### src/rtl/rdback_sender_if.sv
`default_nettype none
//------------------------------------------------------------------------------
// Module   : rdback_sender_if
// Purpose  : Bundles the readback FIFO read port and the host transmit stream
//            seen by rdback_sender.
// Signals  : rdback_fifo_empty   FIFO empty flag
//            rdback_fifo_rden    FIFO read enable (data valid one cycle later)
//            rdback_fifo_rddata  FIFO read data, one DFI read beat
//            tx_data             host stream word
//            tx_valid            host stream word valid
//            tx_ready            host sink accepts the word
//            tx_last             marks the final word of a beat
//            tx_beat_cnt         count of fully transmitted beats (wrapping)
// Modports : master -> the sender; slave -> the FIFO/host environment.
// Revision : 1.0 - initial release
//------------------------------------------------------------------------------
interface rdback_sender_if #(
  parameter int DQ_WIDTH  = 64,
  parameter int OUT_WIDTH = 32
);

  logic                    rdback_fifo_empty;
  logic                    rdback_fifo_rden;
  logic [4*DQ_WIDTH-1:0]   rdback_fifo_rddata;
  logic [OUT_WIDTH-1:0]    tx_data;
  logic                    tx_valid;
  logic                    tx_ready;
  logic                    tx_last;
  logic [31:0]             tx_beat_cnt;

  modport master (
    input  rdback_fifo_empty,
    input  rdback_fifo_rddata,
    input  tx_ready,
    output rdback_fifo_rden,
    output tx_data,
    output tx_valid,
    output tx_last,
    output tx_beat_cnt
  );

  modport slave (
    output rdback_fifo_empty,
    output rdback_fifo_rddata,
    output tx_ready,
    input  rdback_fifo_rden,
    input  tx_data,
    input  tx_valid,
    input  tx_last,
    input  tx_beat_cnt
  );

endinterface : rdback_sender_if
`default_nettype wire

### src/rtl/rdback_sender.sv
`default_nettype none
//------------------------------------------------------------------------------
// Module   : rdback_sender
// Purpose  : Consumer end of the readback path. Pops DFI read beats
//            (4*DQ_WIDTH bits) from the readback FIFO and serializes each one
//            into N = 4*DQ_WIDTH/OUT_WIDTH words on a valid/ready stream,
//            least significant word first.
// Ports    : clk    - single block clock
//            rst_n  - synchronous active-low reset
//            bus    - rdback_sender_if.master (FIFO read port + host stream)
// Revision : 1.0 - initial release
//------------------------------------------------------------------------------
module rdback_sender #(
  parameter int DQ_WIDTH  = 64,
  parameter int OUT_WIDTH = 32
) (
  input  wire logic         clk,
  input  wire logic         rst_n,
  rdback_sender_if.master   bus
);

  localparam int c_BEAT_W = 4 * DQ_WIDTH;
  localparam int c_N      = c_BEAT_W / OUT_WIDTH;
  localparam int c_IDX_W  = (c_N > 1) ? $clog2(c_N) : 1;
  localparam logic [c_IDX_W-1:0] c_LAST_IDX = c_IDX_W'(c_N - 1);

  // Unsupported geometries are rejected at elaboration.
  generate
    if ((c_BEAT_W % OUT_WIDTH) != 0 || c_N < 2) begin : g_cfg_check
      $error("rdback_sender: 4*DQ_WIDTH must be a multiple of OUT_WIDTH with N >= 2");
    end
  endgenerate

  typedef enum logic [1:0] {
    S_IDLE = 2'd0,
    S_LOAD = 2'd1,
    S_SEND = 2'd2
  } state_t;

  state_t                 state_q;
  logic [c_BEAT_W-1:0]    hold_q;
  logic [c_IDX_W-1:0]     idx_q;
  logic [31:0]            tx_beat_cnt_q;
  logic                   tx_valid_q;
  logic [OUT_WIDTH-1:0]   tx_data_q;
  logic                   tx_last_q;

  logic [c_IDX_W-1:0]     idx_d;
  logic                   w_hs;
  logic                   w_last_hs;
  logic                   w_rden;
  logic [OUT_WIDTH-1:0]   w_words [c_N];

  // Slice the held beat into stream words; word 0 is the LSB slice.
  genvar gi;
  generate
    for (gi = 0; gi < c_N; gi++) begin : g_word
      assign w_words[gi] = hold_q[gi*OUT_WIDTH +: OUT_WIDTH];
    end
  endgenerate

  assign idx_d     = idx_q + 1'b1;
  // tx_valid is high exactly while in SEND, so the state stands in for it.
  assign w_hs      = (state_q == S_SEND) && bus.tx_ready;
  assign w_last_hs = w_hs && (idx_q == c_LAST_IDX);

  // Read enable: fetch from IDLE, or prefetch the next beat on the final
  // word handshake so only one bubble separates consecutive beats.
  always_comb begin
    w_rden = 1'b0;
    if (rst_n && !bus.rdback_fifo_empty) begin
      if (state_q == S_IDLE) begin
        w_rden = 1'b1;
      end else if (w_last_hs) begin
        w_rden = 1'b1;
      end
    end
  end

  // Stream outputs are registered and preloaded with the word that will be
  // visible in the next SEND cycle, so they never glitch while stalled.
  always_ff @(posedge clk) begin
    if (!rst_n) begin
      state_q       <= S_IDLE;
      hold_q        <= '0;
      idx_q         <= '0;
      tx_beat_cnt_q <= '0;
      tx_valid_q    <= 1'b0;
      tx_data_q     <= '0;
      tx_last_q     <= 1'b0;
    end else begin
      case (state_q)
        S_IDLE: begin
          if (w_rden) begin
            state_q <= S_LOAD;
          end
        end

        S_LOAD: begin
          hold_q     <= bus.rdback_fifo_rddata;
          idx_q      <= '0;
          state_q    <= S_SEND;
          tx_valid_q <= 1'b1;
          tx_data_q  <= bus.rdback_fifo_rddata[OUT_WIDTH-1:0];
          // N >= 2, so word 0 is never the last word.
          tx_last_q  <= 1'b0;
        end

        S_SEND: begin
          if (w_hs) begin
            if (idx_q != c_LAST_IDX) begin
              idx_q     <= idx_d;
              tx_data_q <= w_words[idx_d];
              tx_last_q <= (idx_d == c_LAST_IDX);
            end else begin
              tx_beat_cnt_q <= tx_beat_cnt_q + 32'd1;
              tx_valid_q    <= 1'b0;
              tx_data_q     <= '0;
              tx_last_q     <= 1'b0;
              state_q       <= w_rden ? S_LOAD : S_IDLE;
            end
          end
        end

        default: begin
          state_q <= S_IDLE;
        end
      endcase
    end
  end

  assign bus.rdback_fifo_rden = w_rden;
  assign bus.tx_valid         = tx_valid_q;
  assign bus.tx_data          = tx_data_q;
  assign bus.tx_last          = tx_last_q;
  assign bus.tx_beat_cnt      = tx_beat_cnt_q;

endmodule : rdback_sender
`default_nettype wire

### src/flat_wrapper.sv
// flat-port wrapper written by rule: the top's interface ports become plain ports
module rdback_sender_flat 
#(
  parameter int DQ_WIDTH  = 64,
  parameter int OUT_WIDTH = 32
)
  (clk, rst_n, bus_rdback_fifo_empty, bus_rdback_fifo_rddata, bus_tx_ready, bus_rdback_fifo_rden, bus_tx_data, bus_tx_valid, bus_tx_last, bus_tx_beat_cnt);
  rdback_sender_if #(.DQ_WIDTH(DQ_WIDTH), .OUT_WIDTH(OUT_WIDTH)) bus_i ();
  input  wire logic clk;
  input  wire logic rst_n;
  input wire logic [$bits(bus_i.rdback_fifo_empty)-1:0] bus_rdback_fifo_empty;
  input wire logic [$bits(bus_i.rdback_fifo_rddata)-1:0] bus_rdback_fifo_rddata;
  input wire logic [$bits(bus_i.tx_ready)-1:0] bus_tx_ready;
  output wire logic [$bits(bus_i.rdback_fifo_rden)-1:0] bus_rdback_fifo_rden;
  output wire logic [$bits(bus_i.tx_data)-1:0] bus_tx_data;
  output wire logic [$bits(bus_i.tx_valid)-1:0] bus_tx_valid;
  output wire logic [$bits(bus_i.tx_last)-1:0] bus_tx_last;
  output wire logic [$bits(bus_i.tx_beat_cnt)-1:0] bus_tx_beat_cnt;
  assign bus_i.rdback_fifo_empty = bus_rdback_fifo_empty;
  assign bus_i.rdback_fifo_rddata = bus_rdback_fifo_rddata;
  assign bus_i.tx_ready = bus_tx_ready;
  assign bus_rdback_fifo_rden = bus_i.rdback_fifo_rden;
  assign bus_tx_data = bus_i.tx_data;
  assign bus_tx_valid = bus_i.tx_valid;
  assign bus_tx_last = bus_i.tx_last;
  assign bus_tx_beat_cnt = bus_i.tx_beat_cnt;
  rdback_sender #(.DQ_WIDTH(DQ_WIDTH), .OUT_WIDTH(OUT_WIDTH)) u_core (.clk(clk), .rst_n(rst_n), .bus(bus_i));
endmodule
### config.mk
export PLATFORM = sky130hd
export DESIGN_NAME = rdback_sender_flat
export DESIGN_NICKNAME = d
export VERILOG_FILES = /design/src/rtl/rdback_sender_if.sv /design/src/rtl/rdback_sender.sv /design/src/flat_wrapper.sv
export SDC_FILE = /design/constraint.sdc
export NUM_CORES = 1
export LEC_CHECK = 0
export ABC_AREA = 0
export ABC_CLOCK_PERIOD_IN_PS = 2800
export CAP_MARGIN = 20
export CORE_MARGIN = 10
export CORE_UTILIZATION = 50
export CTS_CLUSTER_SIZE = 16
export DETAILED_ROUTE_END_ITERATION = 12
export PLACE_DENSITY = 0.83
export SYNTH_ARGS = -nofsm -noshare
export SYNTH_HDL_FRONTEND = slang
export SYNTH_SLANG_ARGS = --single-unit
### constraint.sdc
create_clock -name clk -period 2.8 [get_ports clk]
set_clock_uncertainty 0.2 [all_clocks]
set_input_delay 0.56 -clock clk [delete_from_list [all_inputs] [get_ports clk]]
set_output_delay 0.56 -clock clk [all_outputs]
set_load 0.02 [all_outputs]
==> results of run 1 <==
-- worst max path at each step --
stage,startpoint,slack [ns],cells after the start,to
6_report,u_core.idx_q[1]$_SDFFE_PN0P_,0.12,5,bus_rdback_fifo_rden
5_1_grt,u_core.idx_q[0]$_SDFFE_PN0P_,0.001,5,bus_rdback_fifo_rden
4_1_cts,u_core.idx_q[0]$_SDFFE_PN0P_,0.07,7,u_core.bus.tx_data[18]$_SDFFE_PN0P_
3_5_place_dp,u_core.idx_q[0]$_SDFFE_PN0P_,-0.03,8,u_core.bus.tx_data[19]$_SDFFE_PN0P_
3_3_place_gp,u_core.idx_q[0]$_SDFFE_PN0P_,0.03,8,u_core.bus.tx_data[19]$_SDFFE_PN0P_
2_1_floorplan,u_core.idx_q[0]$_SDFFE_PN0P_,0.37,9,u_core.bus.tx_data[0]$_SDFFE_PN0P_
-- sequential cells by signal, summed over array words and instances, names as in the netlist --
signal,count
u_core.hold_q,256
u_core.idx_q,3
u_core.bus.tx_valid,1
u_core.state_q,2
u_core.bus.tx_last,1
u_core.bus.tx_beat_cnt,32
u_core.bus.tx_data,32
-- power by group through the flow --
stage	sequential [µW]	combinational, µW	clock [µW]
final	6480	5870	4720
after global routing	6580	6320	4950
after CTS	6460	5850	4770
after detailed placement	6520	5800	0
after global placement	6490	5660	0
after floorplan	6580	3630	0
-- layout make-up --
cell class	count	area (µm²)	area share (%)
Clock buffer	53	1070	5.63
Antenna cell	10	25.0	0.131
Timing Repair Buffer	382	3860	20.2
Sequential cell	327	6550	34.3
Multi-Input combinational cell	911	6950	36.4
Clock inverter	10	120	0.629
Inverter	9	41.3	0.216
Tap cell	378	473	2.48
-- worst max-delay path, cell delays in order, from the launching register on --
cell and delay (ns):
dfxtp_1 0.34, ha_1 0.16, ha_2 0.29, nand3_1 0.13, a21oi_1 0.16, clkdlybuf4s15_1 0.32
-- per-stage QoR --
step / cells / worst slack (ns)
floorplan: 1357 / 0.374
global placement: 2000 / 0.0290
detailed placement: 2000 / -0.0288
CTS: 2063 / 0.0742
global route: 2078 / 0.00140
finish: 2080 / 0.120
-- synth_stat cells, types with 6 or more instances --
cell type | instances | area (µm²)
a21oi_1 | 52 | 260
a221oi_1 | 32 | 280
and3_1 | 6 | 37.5
and4_1 | 9 | 78.8
buf_2 | 42 | 210
clkbuf_1 | 62 | 233
dfxtp_1 | 327 | 6550
ha_1 | 8 | 100
inv_1 | 8 | 30.0
mux2i_1 | 323 | 3230
mux4_2 | 32 | 721
nand2_1 | 16 | 60.1
nand2b_1 | 9 | 56.3
nand3_1 | 11 | 55.1
nand4_1 | 11 | 68.8
nor2_1 | 275 | 1030
o21ai_0 | 40 | 200
o221ai_1 | 32 | 280
o41ai_1 | 6 | 52.6
or3_1 | 8 | 50.1
xnor2_1 | 6 | 52.6
-- cells by family (layout without fill, tap and decap cells) --
kind of cell | after synthesis | count (layout) | share of synthesized area [%]
other | 0 | 10 | 0
AOI/OAI and AO/OA | 175 | 175 | 8.45
DFF | 327 | 327 | 46.9
xor gates and xnor gates | 11 | 11 | 0.690
muxes | 355 | 355 | 28.3
and+or+nand+nor | 362 | 362 | 11.3
adders and majority gates | 8 | 8 | 0.717
buffers and inverters | 119 | 454 | 3.66
-- metal layers --
metal / global-route usage [%] / vias up
met5: 0 / -
met4: 9.12 / 0
met3: 6.94 / 80
met2: 38.8 / 546
met1: 32.3 / 5729
li1: - / 5513
-- what timing repair did --
item,in CTS,in global routing
setup endpoints to repair,5,5
hold buffers,0,0
gates resized for setup,3,2
pin swaps,0,1
buffers inserted,0,7
==> qor.csv, run 1 <==
stage;metric;value;unit
worst_hold_path;Hold Crit Endpoint;u_core.idx_q[2]$_SDFFE_PN0P_;
job;# Max-Cap Violations;0;
routing;residual DRC count;0;
finish;Final Util;68.9;%
routing;final WL;45.7;mm
floorplan;core area;0.0277;mm²
floorplan;Die Footprint;0.0350;mm²
yosys;Avg Cell Area, Syn;10.3;µm²
yosys;post-synthesis register bit count;327;
routing;Vias per Instance;5.71;
grt;number of global-route vias before repair;12097;
placement;DP Wirelength;33.0;mm
yosys;warnings from Yosys;0;
finish;Area Overhead vs Synth;36.7;%
finish;proportion of layout cells with a drive suffix above 1;9.22;%
clock_network;CTS tree;done;
timing;FMAX;373;MHz
clock_network;H-tree levels;2;
placement;DP Area;0.0178;mm²
worst_hold_path;WHS Path Cells;2;
timing;Worst Max-Slew Pin Slew;0.856;ns
timing;Setup TNS Final;0;ns
routing;Post-DRT Antenna Nets;0;
timing;Fin Hold WS;0.270;ns
placement;GPL Wtd Cong;0.911;
clock_network;Num Clock Sinks;327;
clock_network;clock-pin slew on the worst setup and hold paths;0.06;ns
pwr;worst vdd ir;506;µV
routing;drt initial violations;1003;
floorplan;starting density of the core;50.4;%
clock_network;CTS Buf Count;35;
timing;min cycle time layout;2.68;ns
clock_network;Root Driver;clkbuf_16;
grt;first-pass GRT wire length;70.2;mm
finish;commonest non-fill, non-tap cell in the layout;dfxtp_1;
floorplan;die width;187;µm
yosys;ys async rst share;0;%
yosys;Mapped Nets;1625;
critical_path;Setup crit start kind;register;
pwr;Seq pwr share;38.0;%
critical_path;CP max FO;10;
timing;Tcrit/Tclk final;95.7;%
routing;WL met2;20.9;mm
yosys;Post-synth EDFFs;0;
timing;Setup-failing EPs final;0;
pwr;Clk pwr share;27.7;%
yosys;sequential cell area fraction in the yosys report;46.9;%
critical_path;Worst setup EP type;primary output;
placement;Buffers on Ports;326;
timing;final hold vios;0;
critical_path;Worst Reg2Reg Path Length in Cells;7;
critical_path;Critical R2R Launch;u_core.idx_q[0]$_SDFFE_PN0P_;
grt;GRT Total Usage;24.9;%
clock_network;Max clock buf depth;3;
critical_path;critical path type;reg -> out;
routing;highest routed metal layer;met4;
finish;Fill cells;2026;
pwr;Pleak;0.00744;µW
finish;post-route design area;0.0191;mm²
routing;met3 WL;4.03;mm
routing;Initial DRT Pass Iterations;5;
timing;Rel. slew slack;42.8;%
routing;M1 wire length;19.3;mm
pwr;Net Sw Frac;32.6;%
pwr;pwr dens;895;mW/mm²
pwr;Pwr Total;17100;µW
yosys;Syn Inst Count;1357;
critical_path;Worst Path Required;2.04;ns
grt;total gr overflow;0;
routing;via count;11868;
run_status;status;completed;
finish;most frequent cells in the layout;327 x dfxtp_1, 324 x clkdlybuf4s50_1, 323 x mux2i_1;
finish;NumNets Final;1934;
critical_path;RR Endpoint;u_core.bus.tx_data[18]$_SDFFE_PN0P_;
floorplan;Cell Rows;61;
pwr;net load switching power;5570;µW
timing;RSZ-0062 raised after global routing;no;
grt;largest net degree at the start of global routing;59;
clock_network;clk_lat worst skew;0.52;ns
floorplan;# IOs;327;
grt;initial antenna violation count;10;
pwr;Pint;11500;µW
yosys;Top FF cell, synth;dfxtp_1;
routing;drt wl/cell;22.0;µm
worst_hold_path;min-delay worst type;reg -> reg;
timing;fin. max-slew vios;0;
yosys;Netlist Area Pre-Place;0.0140;mm²
critical_path;r2r setup slk;0.19;ns
pwr;Combinational Power Share;34.4;%
floorplan;Die Ht;187;µm
yosys;post-synth cell types;41;
critical_path;Worst EP arrival;1.92;ns
worst_hold_path;Hold Startpoint;u_core.idx_q[2]$_SDFFE_PN0P_;
No activity file was read; power rests on OpenSTA's default activity.
==> run 2, diff against run 1 <==
--- a/config.mk
+++ b/config.mk
@@ -10,7 +10,6 @@
 export CAP_MARGIN = 20
 export CORE_MARGIN = 10
 export CORE_UTILIZATION = 50
-export CTS_CLUSTER_SIZE = 16
 export DETAILED_ROUTE_END_ITERATION = 12
 export PLACE_DENSITY = 0.83
 export SYNTH_ARGS = -nofsm -noshare
==> run 2 against run 1 <==
Sequential share of layout area barely moved. Combinational power barely moved. Global-route usage barely moved. Critical path depth rose by 2. Sequential power barely moved. Routed wire length barely moved. Die area did not move. Via count rose by 0.11%. Core utilization rose by 0.059 points. Largest power group unchanged.
==> qor.csv, run 2 (same netlist as run 1, synthesis figures left out) <==
stage;metric;value;unit;change
clock_network;Root Driver;clkbuf_16;;
finish;commonest non-fill, non-tap cell in the layout;dfxtp_1;;
timing;final hold vios;0;;unchanged
timing;RSZ-0062 raised after global routing;no;;
finish;multi-input logic area;0.00695;mm²;unchanged
critical_path;Worst Path Required;2.98;ns;+0.94 ns
critical_path;Critical R2R Launch;u_core.idx_q[0]$_SDFFE_PN0P_;;
placement;GPL Wtd Cong;0.911;;unchanged
worst_hold_path;Hold Startpoint;u_core.idx_q[2]$_SDFFE_PN0P_;;
grt;total gr overflow;0;;unchanged
floorplan;Die Ht;187;µm;unchanged
pwr;net load switching power;5560;µW;-0.15%
pwr;worst vdd ir;507;µV;+0.24%
timing;min cycle time layout;2.61;ns;-0.0726 ns
timing;Setup-failing EPs final;0;;unchanged
placement;placed insts;2000;;unchanged
clock_network;clk_lat worst skew;0.52;ns;about the same
clock_network;CTS Buf Count;35;;unchanged
clock_network;clock-pin slew on the worst setup and hold paths;0.06;ns;about the same
finish;Sequential Area;0.00655;mm²;unchanged
timing;Rel. slew slack;41.4;%;-1.4 points
finish;proportion of layout cells with a drive suffix above 1;9.28;%;+0.065 points
grt;first-pass GRT wire length;70.2;mm;about the same
timing;fin. max-slew vios;0;;unchanged
clock_network;Max clock buf depth;3;;unchanged
routing;Initial DRT Pass Iterations;5;;unchanged
pwr;Pleak;0.00745;µW;+0.12%
finish;max reg flops;256;;unchanged
routing;drt initial violations;1078;;+7.5%
floorplan;core area;0.0277;mm²;unchanged
worst_hold_path;WHS Path Cells;2;;unchanged
grt;initial antenna violation count;10;;unchanged
routing;Vias per Instance;5.71;;+0.16%
pwr;Seq pwr share;37.8;%;-0.2 points
finish;Largest Register;u_core.hold_q;;
critical_path;critical path type;reg -> reg;;
routing;Post-DRT Antenna Nets;0;;unchanged
placement;DP Wirelength;33.0;mm;unchanged
floorplan;Die Footprint;0.0350;mm²;unchanged
pwr;pwr dens;898;mW/mm²;+0.36%
clock_network;Num Clock Sinks;327;;unchanged
timing;FMAX;384;MHz;+2.8%
run_status;status;completed;;
critical_path;RR Endpoint;u_core.bus.tx_data[18]$_SDFFE_PN0P_;;
finish;NumNets Final;1934;;unchanged
routing;via count;11881;;+0.11%
finish;Cell Count, Final, Fillers Out;2079;;-0.048%
pwr;Clk pwr share;28.0;%;+0.3 points
routing;residual DRC count;0;;unchanged
worst_hold_path;Hold Crit Endpoint;u_core.idx_q[2]$_SDFFE_PN0P_;;
floorplan;starting density of the core;50.4;%;unchanged
placement;Buffers on Ports;326;;unchanged
clock_network;H-tree levels;2;;unchanged
floorplan;Cell Rows;61;;unchanged
finish;Final Util;69.0;%;about the same
grt;number of global-route vias before repair;12119;;+0.18%
critical_path;r2r setup slk;0.19;ns;about the same
grt;GRT Total Usage;24.9;%;about the same
timing;Worst Max-Slew Pin Slew;0.877;ns;+0.0208 ns
clock_network;CTS tree;done;;
routing;final WL;45.7;mm;about the same
job;# Max-Cap Violations;0;;unchanged
finish;Fill cells;2013;;-0.64%
worst_hold_path;min-delay worst type;reg -> reg;;
finish;Area Overhead vs Synth;36.9;%;about the same
floorplan;die width;187;µm;unchanged
critical_path;Worst Reg2Reg Path Length in Cells;7;;unchanged
pwr;Pint;11600;µW;+0.74%
pwr;Combinational Power Share;34.3;%;about the same
critical_path;Worst EP arrival;2.79;ns;+0.87 ns
pwr;Net Sw Frac;32.4;%;-0.19 points
floorplan;# IOs;327;;unchanged
grt;largest net degree at the start of global routing;59;;unchanged
finish;most frequent cells in the layout;327 x dfxtp_1, 324 x clkdlybuf4s50_1, 323 x mux2i_1;;
timing;Tcrit/Tclk final;93.1;%;-2.6 points
critical_path;Worst setup EP type;register;;
critical_path;CP max FO;22;;+12
routing;drt wl/cell;22.0;µm;about the same
critical_path;Setup crit start kind;register;;
-- run 2: how the worst max path moves through the flow --
stage          cells past startpoint                          from                                   to
2_1_floorplan                      9  u_core.idx_q[0]$_SDFFE_PN0P_   u_core.bus.tx_data[0]$_SDFFE_PN0P_
3_3_place_gp                       8  u_core.idx_q[0]$_SDFFE_PN0P_  u_core.bus.tx_data[19]$_SDFFE_PN0P_
3_5_place_dp                       8  u_core.idx_q[0]$_SDFFE_PN0P_  u_core.bus.tx_data[19]$_SDFFE_PN0P_
4_1_cts                            7  u_core.idx_q[0]$_SDFFE_PN0P_  u_core.bus.tx_data[18]$_SDFFE_PN0P_
5_1_grt                            7  u_core.idx_q[0]$_SDFFE_PN0P_  u_core.bus.tx_data[18]$_SDFFE_PN0P_
6_report                           7  u_core.idx_q[0]$_SDFFE_PN0P_  u_core.bus.tx_data[18]$_SDFFE_PN0P_
-- run 2: area by class of cell --
| cell class | count | area share, % |
|---|---|---|
| Tap cell | 378 | 2.47 |
| Clock buffer | 52 | 5.60 |
| Multi-Input combinational cell | 911 | 36.4 |
| Antenna cell | 10 | 0.131 |
| Sequential cell | 327 | 34.3 |
| Inverter | 9 | 0.216 |
| Timing Repair Buffer | 382 | 20.2 |
| Clock inverter | 10 | 0.759 |
-- run 2: routing by layer --
metal / share of wire [%] / GRT usage [%] / wire length (µm) / vias to the layer above
met5: 0 / 0 / 0 / -
met4: 3.6 / 9.03 / 1630 / 0
met3: 8.6 / 7.05 / 3930 / 89
met2: 45 / 38.9 / 20800 / 539
met1: 42 / 32.2 / 19400 / 5744
li1: - / - / - / 5509
-- run 2: power by group through the flow --
stage          clock network, µW  logic (µW)  registers [µW]
2_1_floorplan                  0        3630            6580
3_3_place_gp                   0        5660            6490
3_5_place_dp                   0        5800            6520
4_1_cts                     4850        5850            6460
5_1_grt                     5030        6310            6580
6_report                    4800        5880            6480
-- run 2: critical path, stage by stage (launching register included) --
cell and delay (ns):
dfxtp_1 0.31, ha_1 0.20, ha_2 0.35, buf_6 0.32
buf_6 0.27, mux4_2 0.52, o21ai_0 0.19, a21oi_1 0.10
-- run 2: through the flow --
step	area (µm²)	hold WS [ns]	total power, µW	setup slack, ns	TNS, ns
5_1_grt	19100	0.301	17900	0.0383	0
4_1_cts	19000	0.271	17200	0.0746	0
2_1_floorplan	14000	0.236	10200	0.374	0
3_5_place_dp	17800	0.263	12300	-0.0288	-0.0647
3_3_place_gp	17800	0.247	12200	0.0290	0
6_report	19100	0.269	17200	0.193	0
-- run 2: timing repair --
action | CTS | global route
resized for setup | 3 | 3
pin swaps | 0 | 1
endpoints found under the setup margin | 5 | 6
hold buffers | 0 | 0
setup buffers | 0 | 7
==> run 3, diff against run 2 <==
--- a/config.mk
+++ b/config.mk
@@ -9,9 +9,9 @@
 export ABC_CLOCK_PERIOD_IN_PS = 2800
 export CAP_MARGIN = 20
 export CORE_MARGIN = 10
-export CORE_UTILIZATION = 50
+export CORE_UTILIZATION = 35
 export DETAILED_ROUTE_END_ITERATION = 12
-export PLACE_DENSITY = 0.83
+export PLACE_DENSITY = 0.62
 export SYNTH_ARGS = -nofsm -noshare
 export SYNTH_HDL_FRONTEND = slang
 export SYNTH_SLANG_ARGS = --single-unit
==> run 3 against run 2 <==
Cell area increased by 1.2%. Sequential cell count stayed put. Die area increased by 38%. Combinational power is 2% lower. First-iteration DRC count is 33% lower. Power is 0.68% higher. Core utilization shrank 20 points. Maximum frequency fell by 2.4%. Worst hold slack gained 0.021 ns. Critical path type unchanged.
==> qor.csv, run 3 (same netlist as run 1, synthesis figures left out) <==
stage;metric;value;unit;change
pwr;Seq pwr share;37.0;%;-0.8 points
finish;NumNets Final;1939;;+0.26%
clock_network;clk_lat worst skew;0.56;ns;+0.04 ns
critical_path;Worst EP arrival;2.88;ns;+0.09 ns
placement;GPL Wtd Cong;0.842;;-7.5%
clock_network;Root Driver;clkbuf_16;;
timing;Worst Max-Slew Pin Slew;1.03;ns;+0.155 ns
pwr;Pwr Total;17300;µW;+0.68%
timing;Fin Hold WS;0.290;ns;+0.0207 ns
timing;RSZ-0062 raised after global routing;no;;
finish;commonest non-fill, non-tap cell in the layout;dfxtp_1;;
routing;Post-DRT Antenna Nets;0;;unchanged
placement;placed insts;2147;;+7.4%
finish;most frequent cells in the layout;327 x dfxtp_1, 324 x clkdlybuf4s50_1, 323 x mux2i_1;;
floorplan;Die Ht;220;µm;+17%
pwr;Clk pwr share;29.7;%;+1.7 points
grt;initial antenna violation count;8;;-2
clock_network;CTS tree;done;;
floorplan;die width;220;µm;+17%
pwr;net load switching power;5580;µW;+0.37%
grt;number of global-route vias before repair;11667;;-3.7%
routing;via count;11459;;-3.6%
pwr;Pleak;0.00748;µW;+0.35%
worst_hold_path;min-delay worst type;reg -> reg;;
finish;max reg flops;256;;unchanged
placement;Buffers on Ports;326;;unchanged
job;# Max-Cap Violations;0;;unchanged
floorplan;Cell Rows;73;;+20%
timing;Tcrit/Tclk final;95.4;%;+2.3 points
placement;DP Wirelength;33.4;mm;+1.2%
timing;fin. max-slew vios;0;;unchanged
clock_network;Num Clock Sinks;327;;unchanged
grt;first-pass GRT wire length;70.9;mm;+0.91%
run_status;status;completed;;
critical_path;Worst setup EP type;register;;
pwr;worst vdd ir;579;µV;+14%
timing;Setup-failing EPs final;0;;unchanged
timing;Rel. slew slack;31.1;%;-10 points
floorplan;# IOs;327;;unchanged
pwr;pwr dens;893;mW/mm²;-0.53%
pwr;Pint;11700;µW;+0.83%
timing;final hold vios;0;;unchanged
routing;Initial DRT Pass Iterations;5;;unchanged
grt;largest net degree at the start of global routing;87;;+47%
floorplan;starting density of the core;35.3;%;-15 points
grt;total gr overflow;0;;unchanged
routing;drt wl/cell;21.1;µm;-4.2%
routing;drt initial violations;718;;-33%
finish;proportion of layout cells with a drive suffix above 1;9.76;%;+0.48 points
critical_path;Worst Path Required;3.01;ns;+0.03 ns
timing;min cycle time layout;2.67;ns;+0.0638 ns
finish;Area Overhead vs Synth;38.5;%;
floorplan;Die Footprint;0.0483;mm²;+38%
clock_network;CTS Buf Count;39;;+11%
critical_path;CP max FO;32;;+45%
routing;final WL;47.0;mm;+2.7%
timing;Setup TNS Final;0;ns;unchanged
routing;Vias per Instance;5.14;;-10%
clock_network;Max clock buf depth;3;;unchanged
critical_path;Setup crit start kind;register;;
grt;GRT Total Usage;18.8;%;-6.1 points
critical_path;critical path type;reg -> reg;;
floorplan;core area;0.0395;mm²;+43%
pwr;Net Sw Frac;32.3;%;-0.10 points
routing;residual DRC count;0;;unchanged
clock_network;Hold Buf Count CTS;0;;unchanged
finish;Cell Count, Final, Fillers Out;2230;;+7.3%
clock_network;H-tree levels;2;;unchanged
pwr;Combinational Power Share;33.3;%;-1.0 points
clock_network;clock-pin slew on the worst setup and hold paths;0.06;ns;about the same
finish;Largest Register;u_core.hold_q;;
timing;FMAX;374;MHz;-2.4%
-- run 3: power groups by stage --
stage	combinational [µW]	sequential, µW	clock [µW]
floorplan	3630	6580	0
global placement	5680	6440	0
detailed placement	5780	6470	0
CTS	5810	6390	5260
global route	6240	6520	5460
finish	5750	6400	5130
-- run 3: final timing paths --
check / start / to / slack [ns] / depth (start not counted)
worst max register to register: u_core.idx_q[1]$_SDFFE_PN0P_ / u_core.bus.tx_data[25]$_SDFFE_PN0P_ / 0.13 / 7
worst max-delay path: u_core.idx_q[1]$_SDFFE_PN0P_ / u_core.bus.tx_data[25]$_SDFFE_PN0P_ / 0.13 / 7
worst min-delay path: u_core.hold_q[97]$_SDFFE_PN0P_ / u_core.hold_q[97]$_SDFFE_PN0P_ / 0.29 / 2
worst min register to register: u_core.hold_q[97]$_SDFFE_PN0P_ / u_core.hold_q[97]$_SDFFE_PN0P_ / 0.29 / 2
-- run 3: layer usage --
metal  part of all wire (%)  vias up  wire length [µm]  global-route usage [%]
li1                       -     5527                 -                       -
met1                     45     5511             21200                    25.3
met2                     45      353             21100                    28.5
met3                    7.7       64              3610                    5.46
met4                    2.2        4              1050                    6.07
met5                  0.072        -                34                       0
-- run 3: worst max-delay path: stages, from the launching register on --
cell and delay [ns]:
dfxtp_1 0.41, ha_1 0.22, ha_4 0.23, nor2_4 0.77, a221oi_1 0.30, buf_4 0.24, o21ai_0 0.07, a21oi_1 0.08
-- run 3: layout make-up --
| class | count | area, µm² |
|---|---|---|
| fill | 3629 | 20200 |
| multi-input combinational | 911 | 6970 |
| sequential | 327 | 6550 |
| timing repair buffer | 383 | 3810 |
| clock buffer | 57 | 1160 |
| tap | 525 | 657 |
| clock inverter | 13 | 145 |
| inverter | 9 | 41.3 |
| antenna | 5 | 12.5 |
-- run 3: repair_timing --
item,in CTS,in global routing
setup buffers,0,8
setup endpoints to repair,1,3
pin swaps,0,1
resized for setup,1,3
-- run 3: stage by stage --
stage          util, %  area (µm²)  setup WS, ns
6_report          48.9       19300         0.129
5_1_grt           48.9       19300        0.0468
4_1_cts           48.7       19300        0.0290
3_5_place_dp      45.4       17900        0.0760
3_3_place_gp      45.4       17900         0.114
2_1_floorplan        -       14000         0.374
